$ cat config.mk
export PLATFORM = sky130hd
export DESIGN_NAME = regbank_scan_flat
export DESIGN_NICKNAME = d
export VERILOG_FILES = /design/src/rtl/regbank_scan_if.sv /design/src/rtl/regbank_scan.sv /design/src/flat_wrapper.sv
export SDC_FILE = /design/constraint.sdc
export NUM_CORES = 1
export LEC_CHECK = 0
export ABC_CLOCK_PERIOD_IN_PS = 1500
export BUFFER_PORTS_ARGS = -buffer_cell sky130_fd_sc_hd__buf_4
export CORE_ASPECT_RATIO = 0.8
export CORE_UTILIZATION = 48
export DETAILED_ROUTE_END_ITERATION = 7
export PLACE_DENSITY_LB_ADDON = 0.2
export SLEW_MARGIN = 20
export SYNTH_ARGS = -nofsm -noshare
export SYNTH_HDL_FRONTEND = slang
export SYNTH_SLANG_ARGS = --single-unit
$ cat constraint.sdc
create_clock -name clock -period 1.5 [get_ports clock]
set_input_delay 0.225 -clock clock [delete_from_list [all_inputs] [get_ports clock]]
set_output_delay 0.225 -clock clock [all_outputs]
set_load 0.02 [all_outputs]
$ cat src/rtl/regbank_scan_if.sv
// regbank_scan bus: write port, preset, read request/response and scan stream.
// Optional REGBANK_SCAN_PARITY_EN adds rd_parity/scan_parity.
interface regbank_scan_if #(
    parameter int WIDTH = 4,
    parameter int DEPTH = 4
);
    localparam int AW = $clog2(DEPTH);

    logic             preset;
    logic             wr_en;
    logic [AW-1:0]    wr_addr;
    logic [WIDTH-1:0] wr_data;
    logic             rd_req;
    logic [AW-1:0]    rd_addr;
    logic             rd_valid;
    logic [WIDTH-1:0] rd_data;
    logic             scan_start;
    logic             scan_busy;
    logic             scan_valid;
    logic [AW-1:0]    scan_addr;
    logic [WIDTH-1:0] scan_data;
    logic             scan_done;
`ifdef REGBANK_SCAN_PARITY_EN
    logic             rd_parity;
    logic             scan_parity;
`endif

    modport master (
        output preset, wr_en, wr_addr, wr_data,
        output rd_req, rd_addr, scan_start,
        input  rd_valid, rd_data,
        input  scan_busy, scan_valid, scan_addr, scan_data, scan_done
`ifdef REGBANK_SCAN_PARITY_EN
        , input rd_parity, scan_parity
`endif
    );

    modport slave (
        input  preset, wr_en, wr_addr, wr_data,
        input  rd_req, rd_addr, scan_start,
        output rd_valid, rd_data,
        output scan_busy, scan_valid, scan_addr, scan_data, scan_done
`ifdef REGBANK_SCAN_PARITY_EN
        , output rd_parity, scan_parity
`endif
    );
endinterface

$ cat src/rtl/regbank_scan.sv
// DEPTH x WIDTH register bank with registered readout and a full-array scan walker.
// Define REGBANK_SCAN_PARITY_EN to store an even-parity bit per entry.
module regbank_scan #(
    parameter int WIDTH = 4,
    parameter int DEPTH = 4
) (
    input logic           clock,
    input logic           clear,
    regbank_scan_if.slave bus
);
    localparam int AW = $clog2(DEPTH);
    localparam logic [AW:0]   LIM  = (AW+1)'(DEPTH);
    localparam logic [AW-1:0] LAST = AW'(DEPTH - 1);
    localparam logic ONES_PAR = 1'(WIDTH % 2);

    typedef enum logic [1:0] {IDLE, SCAN, DONE} state_t;

    logic [WIDTH-1:0] mem [DEPTH];
    state_t           state_q, state_d;
    logic [AW-1:0]    idx_q, idx_d;
    logic [WIDTH-1:0] scan_data_q;
    logic             wr_ok, rd_ok;

    assign wr_ok = bus.wr_en && ({1'b0, bus.wr_addr} < LIM);
    assign rd_ok = {1'b0, bus.rd_addr} < LIM;

`ifdef REGBANK_SCAN_PARITY_EN
    logic par [DEPTH];
    logic scan_par_q;

    // parity storage tracks every array update
    always_ff @(posedge clock or posedge clear) begin
        if (clear) begin
            for (int i = 0; i < DEPTH; i++) par[i] <= 1'b0;
        end else if (bus.preset) begin
            for (int i = 0; i < DEPTH; i++) par[i] <= ONES_PAR;
        end else if (wr_ok) begin
            par[bus.wr_addr] <= ^bus.wr_data;
        end
    end

    // registered read parity; out-of-range reads return 0
    always_ff @(posedge clock or posedge clear) begin
        if (clear)
            bus.rd_parity <= 1'b0;
        else if (bus.rd_req)
            bus.rd_parity <= rd_ok ? par[bus.rd_addr] : 1'b0;
    end

    // scan parity follows scan data
    always_ff @(posedge clock or posedge clear) begin
        if (clear)
            scan_par_q <= 1'b0;
        else
            scan_par_q <= (state_d == SCAN) ? par[idx_d] : 1'b0;
    end

    assign bus.scan_parity = scan_par_q;
`endif

    // storage: preset beats write, out-of-range writes dropped
    always_ff @(posedge clock or posedge clear) begin
        if (clear) begin
            for (int i = 0; i < DEPTH; i++) mem[i] <= '0;
        end else if (bus.preset) begin
            for (int i = 0; i < DEPTH; i++) mem[i] <= '1;
        end else if (wr_ok) begin
            mem[bus.wr_addr] <= bus.wr_data;
        end
    end

    // read path: one-cycle latency, data holds when idle
    always_ff @(posedge clock or posedge clear) begin
        if (clear) begin
            bus.rd_valid <= 1'b0;
            bus.rd_data  <= '0;
        end else begin
            bus.rd_valid <= bus.rd_req;
            if (bus.rd_req)
                bus.rd_data <= rd_ok ? mem[bus.rd_addr] : '0;
        end
    end

    // scan state, index and captured entry
    always_ff @(posedge clock or posedge clear) begin
        if (clear) begin
            state_q     <= IDLE;
            idx_q       <= '0;
            scan_data_q <= '0;
        end else begin
            state_q     <= state_d;
            idx_q       <= idx_d;
            scan_data_q <= (state_d == SCAN) ? mem[idx_d] : '0;
        end
    end

    // scan next state; start only honoured in IDLE
    always_comb begin
        state_d = state_q;
        idx_d   = idx_q;
        unique case (state_q)
            IDLE: begin
                if (bus.scan_start) begin
                    state_d = SCAN;
                    idx_d   = '0;
                end
            end
            SCAN: begin
                if (idx_q == LAST) begin
                    state_d = DONE;
                    idx_d   = '0;
                end else begin
                    idx_d = idx_q + 1'b1;
                end
            end
            DONE:    state_d = IDLE;
            default: state_d = IDLE;
        endcase
    end

    // scan outputs decoded from registered state
    always_comb begin
        bus.scan_busy  = (state_q != IDLE);
        bus.scan_valid = (state_q == SCAN);
        bus.scan_done  = (state_q == DONE);
        bus.scan_addr  = idx_q;
        bus.scan_data  = scan_data_q;
    end
endmodule

$ cat src/flat_wrapper.sv
// flat-port wrapper written by rule: the top's interface ports become plain ports
module regbank_scan_flat 
#(
    parameter int WIDTH = 4,
    parameter int DEPTH = 4
)
  (clock, clear, bus_preset, bus_wr_en, bus_wr_addr, bus_wr_data, bus_rd_req, bus_rd_addr, bus_scan_start, bus_rd_valid, bus_rd_data, bus_scan_busy, bus_scan_valid, bus_scan_addr, bus_scan_data, bus_scan_done);
  regbank_scan_if #(.WIDTH(WIDTH), .DEPTH(DEPTH)) bus_i ();
  input logic clock;
  input logic clear;
  input wire logic [$bits(bus_i.preset)-1:0] bus_preset;
  input wire logic [$bits(bus_i.wr_en)-1:0] bus_wr_en;
  input wire logic [$bits(bus_i.wr_addr)-1:0] bus_wr_addr;
  input wire logic [$bits(bus_i.wr_data)-1:0] bus_wr_data;
  input wire logic [$bits(bus_i.rd_req)-1:0] bus_rd_req;
  input wire logic [$bits(bus_i.rd_addr)-1:0] bus_rd_addr;
  input wire logic [$bits(bus_i.scan_start)-1:0] bus_scan_start;
  output wire logic [$bits(bus_i.rd_valid)-1:0] bus_rd_valid;
  output wire logic [$bits(bus_i.rd_data)-1:0] bus_rd_data;
  output wire logic [$bits(bus_i.scan_busy)-1:0] bus_scan_busy;
  output wire logic [$bits(bus_i.scan_valid)-1:0] bus_scan_valid;
  output wire logic [$bits(bus_i.scan_addr)-1:0] bus_scan_addr;
  output wire logic [$bits(bus_i.scan_data)-1:0] bus_scan_data;
  output wire logic [$bits(bus_i.scan_done)-1:0] bus_scan_done;
  assign bus_i.preset = bus_preset;
  assign bus_i.wr_en = bus_wr_en;
  assign bus_i.wr_addr = bus_wr_addr;
  assign bus_i.wr_data = bus_wr_data;
  assign bus_i.rd_req = bus_rd_req;
  assign bus_i.rd_addr = bus_rd_addr;
  assign bus_i.scan_start = bus_scan_start;
  assign bus_rd_valid = bus_i.rd_valid;
  assign bus_rd_data = bus_i.rd_data;
  assign bus_scan_busy = bus_i.scan_busy;
  assign bus_scan_valid = bus_i.scan_valid;
  assign bus_scan_addr = bus_i.scan_addr;
  assign bus_scan_data = bus_i.scan_data;
  assign bus_scan_done = bus_i.scan_done;
  regbank_scan #(.WIDTH(WIDTH), .DEPTH(DEPTH)) u_core (.clock(clock), .clear(clear), .bus(bus_i));
endmodule
**Word-level counts from Yosys, hierarchy flattened**

Cells that the tools add are included.

- Multiplexer cells: 18
- Eq/ne operators: 4
- Reduce and logical (&&, ||, !) cells: 4
- Bitwise gates (word level): 3
- $add $sub $neg: 1
- Order comparisons: 4

Operators by type and width:

| kind | number |
|---|---|
| $mux 16 | 2 |
| $mux 4 | 6 |
| $bmux 4 s2 | 2 |
| $bwmux 16 | 1 |
| $ge 3x3->1 const B | 3 |
| $not 2->3 | 3 |
| $demux 4 s2 | 1 |
| $mux 2 | 4 |
| $pmux 2 s2 | 2 |
| $eq 2x1->1 const B | 2 |
| $eq 2x2->1 const B | 2 |
| $reduce_bool 2->1 | 2 |
| $lt 3x1->1 const B | 1 |
| $add 2x1->2 const B | 1 |
| $logic_not 2->1 | 1 |
| $logic_and 1x1->1 | 1 |

- Logic and storage cells: 43
- Register bits: 29
- Output and inout port bits: 14

**Longest topological paths before layout**

Gate-level depths: netlist of run 1.

- Depth in word-level cells: 8
- Mapped depth: 5
- Depth with buffers taken out: 5

**Worst setup path before layout of run 1**

No wires, ideal clock.

- Kind: register to register
- From: reg u_core.idx_q[0], in the netlist u_core.bus.scan_addr[0]
- To: reg u_core.scan_data_q[0], in the netlist u_core.bus.scan_data[0]
- Setup time: 79 ps
- Cell stages (with the launch flop): 6
- Period minus slack after synthesis: 1,565 ps
- Path slack: -65 ps
- Arrival time: 1,485 ps
- Path buffers: 0
- Required time: 1,421 ps
- Cell sequence: dfrtp_1 -> ha_1 -> or2_4 -> o22ai_4 -> a22oi_1 -> mux2i_1

- Longest elaborated chain between the ends: 8
- Elaborated cells between the ends (all ways): 13
- Those cells by class: add/sub: 1; eq/ne: 2; mux: 9; bitwise: 1

RTL lines:

| element | RTL line | RTL |
|---|---|---|
| from (decl) | regbank_scan.sv:20 | `logic [AW-1:0] idx_q, idx_d;` |
| from (signal assigned) | regbank_scan.sv:92 | `idx_q <= idx_d;` |
| $add 2x1->2 or $eq 2x2->1 (tied branches) | regbank_scan.sv:113, regbank_scan.sv:109 |  |
| $mux 2 | regbank_scan.sv:109 | `if (idx_q == LAST) begin` |
| $pmux 2 s2 | regbank_scan.sv:101 | `unique case (state_q)` |
| $not 2->3 (implied by the code) | regbank_scan.sv:93 | `scan_data_q <= (state_d == SCAN) ? mem[idx_d] : '0;` |
| $bmux 4 s2 | regbank_scan.sv:93 |  |
| $mux 4 (implied by the code) (2 in a row) | regbank_scan.sv:93 |  |
| $mux 4 (*) | regbank_scan.sv:93 |  |
| to (signal assigned) | regbank_scan.sv:93 |  |
| to (decl) | regbank_scan.sv:21 | `logic [WIDTH-1:0] scan_data_q;` |

Mark *: on every way between the ends. The rest lies on a longest branch, timed or not. The select of a mux whose other input is x is not followed.
A chain may end at the register's enable or synchronous reset.

**Final worst setup path of run 1**

Ends and elaborated chain as after synthesis.

==> results of run 1 <==
## metal layers
metal / up-vias / wire length [um] / part of all wire, % / global-route usage, %
met5: - / 0 / 0 / 0
met4: 0 / 49 / 1.8 / 10.0
met3: 5 / 154 / 5.7 / 7.09
met2: 28 / 1200 / 44 / 28.7
met1: 479 / 1300 / 48 / 30.9
li1: 482 / - / - / -
## per-stage QoR
step,std cells,area (um2)
after floorplan,109,1400
after global placement,175,1660
after detailed placement,175,1660
after CTS,184,1730
after global routing,184,1730
final,184,1730
## worst min path at each step
stage | start | endpoint | slack [ns] | depth (start not counted)
3_5_place_dp | clear | u_core.bus.rd_data[2]$_DFFE_PP0P_ | 0.33 | 3
3_3_place_gp | clear | u_core.bus.rd_data[3]$_DFFE_PP0P_ | 0.31 | 3
6_report | bus_rd_req | u_core.bus.rd_valid$_DFF_PP0_ | 0.04 | 1
2_1_floorplan | bus_rd_req | u_core.bus.rd_valid$_DFF_PP0_ | 0.26 | 0
4_1_cts | bus_rd_req | u_core.bus.rd_valid$_DFF_PP0_ | 0.04 | 1
5_1_grt | bus_rd_req | u_core.bus.rd_valid$_DFF_PP0_ | 0.03 | 1
## cells in the mapped netlist, types with 2 or more instances
cell type,instances,share of area (%)
dfrtp_1,29,52
mux4_2,3,4.9
mux2_2,4,3.3
nor2_1,12,3.3
nand3b_1,2,1.1
nor2b_1,5,2.3
mux2i_1,4,2.9
a211o_1,16,10
a22oi_1,8,4.3
inv_1,6,1.6
## sequential cells by signal, summed over array words and instances, names as in the netlist
register              cells
u_core.bus.rd_data        4
u_core.bus.scan_data      4
u_core.bus.rd_valid       1
u_core.state_q            2
u_core.mem               16
u_core.bus.scan_addr      2
## area by class of cell
cell class                 instances  area (um2)
multi-input combinational         71         636
sequential                        29         727
fill                             224        1010
tap                               38        47.5
inverter                           6        22.5
timing repair buffer              32         243
clock buffer                       8        58.8
## cells by family after synthesis
| family | count (synthesis) | synth area share [%] |
|---|---|---|
| multiplexers | 12 | 12.9 |
| AND/OR/NAND/NOR | 29 | 12.7 |
| buffers and inverters | 9 | 2.98 |
| flip-flops | 29 | 52.4 |
| adder cells (fa/ha/maj) | 1 | 0.903 |
| AO/OA/AOI/OAI | 29 | 18.1 |
## cell usage in the layout (no fill, tap or decap), drive strengths merged, types with 2 or more instances in the layout
master  instances
nor2           12
clkbuf          8
nand2b          2
a21oi           2
mux2i           4
nor3b           2
nand3b          2
nor2b           5
or2             2
a22oi           8
mux2            4
inv             6
a211o          16
dfrtp          29
mux4            4
buf            31
## power by group
part | internal (uW) | leakage [uW] | switching (uW)
clock network | 231 | 0.0000326 | 259
logic | 706 | 0.000397 | 696
registers | 930 | 0.000295 | 98.6
total | 1870 | 0.000724 | 1050
## repair_timing
| item | CTS | global route |
|---|---|---|
| hold buffers | 1 | 0 |
| cloned | 0 | 0 |
| endpoints found under the hold margin | 29 | 0 |
| gates resized for setup | 1 | 0 |
| endpoints found under the setup margin | 4 | 5 |
| pin swaps | 3 | 0 |
## worst max-delay path, delay by kind of cell, from the launching register on
family                   cells  cell delay, ns
multiplexers                 1            0.16
AND/OR/NAND/NOR              1            0.23
adder cells (fa/ha/maj)      1            0.25
flip-flops                   1            0.43
AO/OA/AOI/OAI                2            0.33
==> impl_metrics.ini, run 1 <==
[timing]
rsz0062_at_grt = yes
finalCritPeriodShare_pct = 98.9
hold_violations = 0
fin_tns_setup_ns = 0
final-max-slew-violation-count = 0
slew_headroom_pct = 67.0
clock.fmax_ghz = 0.674
min_period_ns = 1.48
setup-violations-final = 0
fin_skew_ns = 0.00692
timing_worst_slew_pin_value_ns = 0.492
setup_ws_ns = 0.0158
hold_ws_ns = 0.0394

[cts]
cts_root_buffer = clkbuf_4
cts_sinks = 29
htreeDepth = 2
post_cts_buffers = 0
clkLatencyLatePin_ns = 0.33
clk_pin_slew_ns = 0.09
tritoncts = done
cts_made_buffers = 5
clk_path_buf_depth = 2

[routing]
wl_mm = 2.71
drtIter0Drc = 57
vias = 994
drt-vias-per-instance = 5.40
drc_errors = 0
drtAntennaViolNets = 0
route.detailed.wl_per_inst_um = 14.7
firstDrtPassIters = 4

[worst_setup_path]
ff2ff_setup_slack_ns = 0.02
r2r_cells = 5
critPathArrivalTime_ns = 1.73
endpoint = u_core.bus.scan_data[0]$_DFF_PP0_
end_kind = flip-flop
crit_start = u_core.bus.scan_addr[0]$_DFF_PP0_
cp.required_ns = 1.75
reg2reg_to = u_core.bus.scan_data[0]$_DFF_PP0_
start_kind = flip-flop
crit_slowest_cell = dfrtp_2
path_class = flip-flop to flip-flop
cp_max_fo = 8
path_cells = ha_4 -> or2_4 -> o22ai_4 -> a22oi_1 -> mux2i_1
slowest_delay_ns = 0.43
r2r_start = u_core.bus.scan_addr[0]$_DFF_PP0_

[placed_design]
numPortBuffers = 27
dp_hpwl_mm = 2.01
gp_congestion = 0.749
place_ws_ns = -0.0235

[status]
status = complete, no violations

[layout]
drive_gt1_share_pct = 36.3
antenna_cells = 0
syn2layout_area_growth_pct = 25.2
nets = 160
final_util_pct = 63.2

[synthesis]
synth_nets = 124
syn_inst = 109
avgSynthCellArea_um2 = 12.7
ys_types = 30
ys_async_sr_fraction_pct = 100
ys_seq_elements = 29
ys_seq_area_share_pct = 52.4
ys_warn_count = 0
synth_edf_count = 0
synthFlopType = dfrtp_1
syn_area_mm2 = 0.00139

[power]
powerDensity_mw_per_mm2 = 1680
p_leak_uw = 0.000724
vdd_ir_drop_max_uv = 694
p_total_uw = 2920

[floorplanning]
std_cell_rows = 17
core_area_mm2 = 0.00274
initial_core_util_pct = 50.5
die_w_um = 62.1
num_io_pins = 28
dieArea_mm2 = 0.00311
chipHeight_um = 50.0

[grt]
gr-usage-all-layers_pct = 21.4
grt_pass1_vias = 964
antenna_found_initial = 0
grt_max_degree = 30
grt_first_pass_wirelength_mm = 4.57
grt-ovfl-total = 0

[hold_path]
min_path_type = input port to flip-flop

[flow_run]
max-cap-violations = 0
Note: power is estimated with default switching activity, not from simulation.
==> run 2, diff against run 1 <==
--- a/config.mk
+++ b/config.mk
@@ -7,8 +7,9 @@
 export LEC_CHECK = 0
 export ABC_CLOCK_PERIOD_IN_PS = 1500
-export BUFFER_PORTS_ARGS = -buffer_cell sky130_fd_sc_hd__buf_4
+export BUFFER_PORTS_ARGS = -buffer_cell sky130_fd_sc_hd__buf_2
 export CORE_ASPECT_RATIO = 0.8
 export CORE_UTILIZATION = 48
 export DETAILED_ROUTE_END_ITERATION = 7
+export MAX_ROUTING_LAYER = met4
 export PLACE_DENSITY_LB_ADDON = 0.2
 export SLEW_MARGIN = 20
==> constraint.sdc (replaced) <==
create_clock -name clock -period 1.5 [get_ports clock]
set_input_delay 0.225 -clock clock [delete_from_list [all_inputs] [get_ports clock]]
set_output_delay 0.225 -clock clock [all_outputs]
set_load 0.05 [all_outputs]
==> impl_metrics.ini, run 2 (same netlist as run 1, synthesis figures left out) <==
[status]
status = complete, no violations

[cts]
cts_made_buffers = 5
clk_pin_slew_ns = 0.08
htreeDepth = 2
cts_root_buffer = clkbuf_4
cts_sinks = 29
clkLatencyLatePin_ns = 0.32
tritoncts = done
clk_path_buf_depth = 2

[placed_design]
dp_hpwl_mm = 2.09
dp_cells = 174
numPortBuffers = 27
place_ws_ns = 0.0286
gp_congestion = 0.742
placed_area_mm2 = 0.00159

[worst_setup_path]
critPathArrivalTime_ns = 1.73
start_kind = flip-flop
cp_max_fo = 8
end_kind = flip-flop
cp.required_ns = 1.73
path_class = flip-flop to flip-flop

[timing]
setup-violations-final = 0
min_period_ns = 1.49
rsz0062_at_grt = yes
slew_headroom_pct = 77.2
fin_skew_ns = 0.00619
final-max-slew-violation-count = 0
timing_worst_slew_pin_value_ns = 0.341
fin_tns_setup_ns = 0
finalCritPeriodShare_pct = 99.5
clock.fmax_ghz = 0.670
setup_ws_ns = 0.00722
hold_violations = 0

[floorplanning]
die_w_um = 62.1
std_cell_rows = 17
chipHeight_um = 50.0
initial_core_util_pct = 50.5
dieArea_mm2 = 0.00311
core_area_mm2 = 0.00274
num_io_pins = 28

[layout]
final_common_cell = buf_2
finalNonFillerCells = 186
nets = 162
top_register = u_core.mem
layout_common_cells = buf_2 (26), dfrtp_1 (25), a211o_1 (16), nor2_1 (12), a22oi_1 (8)
stdcell_area_mm2 = 0.00168
largest_reg_flops = 16
antenna_cells = 0
drive_gt1_share_pct = 38.5
syn2layout_area_growth_pct = 21.4

[grt]
antenna_found_initial = 0
grt_pass1_vias = 1005
grt_max_degree = 18
gr-usage-all-layers_pct = 21.8
grt-ovfl-total = 0
grt_first_pass_wirelength_mm = 4.64

[power]
p_clk_share_pct = 13.8
p_total_uw = 3100
seqPwrFrac_pct = 33.6
combinationalPowerShare_pct = 52.6
p_switching_uw = 1330
p_leak_uw = 0.000702
vdd_ir_drop_max_uv = 666
powerDensity_mw_per_mm2 = 1850
swShare_pct = 42.9
cellInternalPower_uw = 1770

[routing]
drtAntennaViolNets = 0
vias = 1041
drtIter0Drc = 48
wl_mm = 2.73
route.detailed.wl_per_inst_um = 14.7
met2_length_mm = 1.29
drc_errors = 0
dr.max_layer_used = met4
firstDrtPassIters = 4
wl_met3_um = 116
drt-vias-per-instance = 5.60
met1_length_mm = 1.29

[flow_run]
max-cap-violations = 0

[hold_path]
min_path_type = input port to flip-flop
## run 2: power by group through the flow
| stage | Sequential, uW | Clock (uW) | Combinational, uW |
|---|---|---|---|
| global placement | 1060 | 0 | 1490 |
| global route | 1060 | 484 | 1770 |
| finish | 1040 | 428 | 1630 |
| floorplan | 1360 | 0 | 952 |
| detailed placement | 1070 | 0 | 1540 |
| CTS | 1040 | 443 | 1590 |
## run 2: worst max-delay path, stage by stage (launching register included)
cell and delay [ns]:
dfrtp_2 0.44, ha_4 0.25, or2_4 0.24, o22ai_4 0.20
a22oi_1 0.14, mux2i_1 0.15
## run 2: timing repair
| item | CTS | global route |
|---|---|---|
| endpoints found under the setup margin | 3 | 6 |
| hold endpoints to repair | 29 | 0 |
| pin swaps | 0 | 1 |
| gates cloned | 0 | 0 |
| resized for setup | 3 | 1 |
| setup buffers | 2 | 1 |
| hold buffers | 1 | 0 |
## run 2: worst paths after layout
check,start,to,slack (ns),cells past startpoint
min in group asynchronous,clear,u_core.bus.rd_data[0]$_DFFE_PP0P_,0.45,4
worst min-delay path,bus_rd_req,u_core.bus.rd_valid$_DFF_PP0_,0.09,1
worst min register to register,u_core.bus.rd_data[2]$_DFFE_PP0P_,u_core.bus.rd_data[2]$_DFFE_PP0P_,0.50,1
worst max register to register,u_core.bus.scan_addr[1]$_DFF_PP0_,u_core.bus.scan_data[3]$_DFF_PP0_,0.007,5
max in group asynchronous,clear,u_core.mem[0]$_DFFE_PP0P_,0.83,4
worst max-delay path,u_core.bus.scan_addr[1]$_DFF_PP0_,u_core.bus.scan_data[3]$_DFF_PP0_,0.007,5
## run 2: layout make-up
cell class / count / area (um2)
Clock buffer: 8 / 48.8
Fill cell: 237 / 1060
Inverter: 6 / 22.5
Multi-Input combinational cell: 71 / 636
Sequential cell: 29 / 731
Tap cell: 38 / 47.5
Timing Repair Buffer: 34 / 196
## run 2: through the flow
stage,util [%],hold slack (ns)
2_1_floorplan,-,0.256
3_3_place_gp,58.0,0.239
3_5_place_dp,58.0,0.241
4_1_cts,60.9,0.0856
5_1_grt,61.3,0.0792
6_report,61.3,0.0942
## run 2: routing by layer
metal | vias to the layer above | GRT usage [%]
met3 | 5 | 6.30
met2 | 27 | 32.3
met4 | 0 | 7.78
li1 | 487 | -
met5 | - | -
met1 | 522 | 28.2
==> run 3, diff against run 2 <==
ABC_CLOCK_PERIOD_IN_PS = 1300   (was 1500)
GPL_TIMING_DRIVEN = 1   (was unset)
clock period = 1.3 ns   (was 1.5 ns; I/O delays follow)
==> impl_metrics.ini, run 3 (same netlist as run 1, synthesis figures left out) <==
[grt]
grt_pass1_vias = 1146
grt_first_pass_wirelength_mm = 5.28
grt_max_degree = 18
grt-ovfl-total = 0
gr-usage-all-layers_pct = 25.3
antenna_found_initial = 0

[routing]
wl_mm = 3.21
drtAntennaViolNets = 0
vias = 1123
drc_errors = 0
route.detailed.wl_per_inst_um = 15.7
drtIter0Drc = 30
drt-vias-per-instance = 5.48
firstDrtPassIters = 5

[worst_setup_path]
start_kind = flip-flop
path_delay_family = flip-flops
path_class = flip-flop to flip-flop
slowest_delay_ns = 0.43
crit_slowest_cell = dfrtp_2
cp.required_ns = 1.54
cp_max_fo = 8
end_kind = flip-flop
critPathArrivalTime_ns = 1.76
path_cells = ha_4 -> or2_4 -> o22ai_4 -> a22oi_1 -> mux2i_1
crit_buf_inv = 0

[layout]
syn2layout_area_growth_pct = 34.6
final_common_cell = dfrtp_1
drive_gt1_share_pct = 47.3
layout_common_cells = dfrtp_1 (25), buf_4 (24), buf_2 (22), a211o_1 (16), nor2_1 (12)
largest_reg_flops = 16
top_register = u_core.mem
fillers = 229
stdcell_area_mm2 = 0.00186
nets = 181
final_util_pct = 67.9
antenna_cells = 0

[timing]
setup_ws_ns = -0.226
fin_skew_ns = 0.00448
rsz0062_at_grt = yes
finalCritPeriodShare_pct = 117
fin_tns_setup_ns = -1.01
slew_headroom_pct = 77.6
clock.fmax_ghz = 0.655
setup-violations-final = 7
final-max-slew-violation-count = 0
hold_violations = 0
hold_ws_ns = 0.0553
min_period_ns = 1.53
timing_worst_slew_pin_value_ns = 0.335

[power]
p_switching_uw = 1640
swShare_pct = 42.0
vdd_ir_drop_max_uv = 917
p_leak_uw = 0.000795
p_clk_share_pct = 13.1
powerDensity_mw_per_mm2 = 2100
combinationalPowerShare_pct = 56.4
seqPwrFrac_pct = 30.5
cellInternalPower_uw = 2270

[floorplanning]
std_cell_rows = 17
chipHeight_um = 50.0
num_io_pins = 28
dieArea_mm2 = 0.00311
initial_core_util_pct = 50.5
core_area_mm2 = 0.00274
die_w_um = 62.1

[cts]
clk_pin_slew_ns = 0.09
htreeDepth = 2
tritoncts = done
cts_root_buffer = clkbuf_4
clk_path_buf_depth = 2
clkLatencyLatePin_ns = 0.32
cts_sinks = 29
cts_made_buffers = 5

[placed_design]
gp_congestion = 0.794
placed_area_mm2 = 0.00173
place_ws_ns = -0.215
numPortBuffers = 27
dp_hpwl_mm = 2.34

[hold_path]
min_path_type = input port to flip-flop

[flow_run]
max-cap-violations = 0

[status]
status = finished, violations left
violations = setup timing
-- run 3: cell count changes in the layout (fill, tap and decap cells not counted), sizes merged --
cell / previous run / this run
buf: 33 / 52
-- run 3: layout make-up --
cell class | instances | area (um2) | area share, %
Tap cell | 38 | 47.5 | 2.55
Inverter | 6 | 22.5 | 1.21
Clock buffer | 8 | 48.8 | 2.62
Timing Repair Buffer | 53 | 372 | 19.9
Sequential cell | 29 | 731 | 39.2
Multi-Input combinational cell | 71 | 643 | 34.5
-- run 3: path summary, 6_finish.rpt --
path / end / startpoint / slack [ns] / depth (start not counted)
setup / recovery: u_core.bus.scan_data[1]$_DFF_PP0_ / u_core.bus.scan_addr[1]$_DFF_PP0_ / -0.23 / 5
hold / removal: u_core.bus.rd_valid$_DFF_PP0_ / bus_rd_req / 0.06 / 1
setup reg to reg: u_core.bus.scan_data[1]$_DFF_PP0_ / u_core.bus.scan_addr[1]$_DFF_PP0_ / -0.23 / 5
hold reg to reg: u_core.bus.rd_data[0]$_DFFE_PP0P_ / u_core.bus.rd_data[0]$_DFFE_PP0P_ / 0.51 / 1
max in group asynchronous: u_core.mem[6]$_DFFE_PP0P_ / clear / 0.66 / 4
min in group asynchronous: u_core.bus.scan_addr[1]$_DFF_PP0_ / clear / 0.42 / 4
-- run 3: routing by layer --
layer  part of all wire, %  up-vias  wire (um)  GRT usage [%]
li1                      -      521          -              -
met1                    44      557       1410           30.7
met2                    49       41       1580           38.7
met3                   5.2        4        167           7.35
met4                   1.7        0         53           11.1
met5                     0        -          0              -
-- run 3: power groups by stage --
| stage | Combinational, uW | Clock, uW | Sequential (uW) |
|---|---|---|---|
| finish | 2210 | 511 | 1190 |
| floorplan | 1100 | 0 | 1570 |
| detailed placement | 1930 | 0 | 1200 |
| global placement | 1830 | 0 | 1190 |
| CTS | 2000 | 519 | 1190 |
| global route | 2380 | 564 | 1220 |
-- run 3: stage by stage --
| stage | cells | power (uW) |
|---|---|---|
| final | 205 | 3910 |
| after CTS | 202 | 3700 |
| after floorplan | 109 | 2670 |
| after global routing | 205 | 4160 |
| after global placement | 192 | 3020 |
| after detailed placement | 192 | 3130 |
-- run 3: timing repair --
action                     CTS  global route
buffers inserted             1             3
pin swaps                    1             3
gates resized for setup      9            11
hold endpoints to repair    29             0
hold buffers                 1             0
setup endpoints to repair    9            10
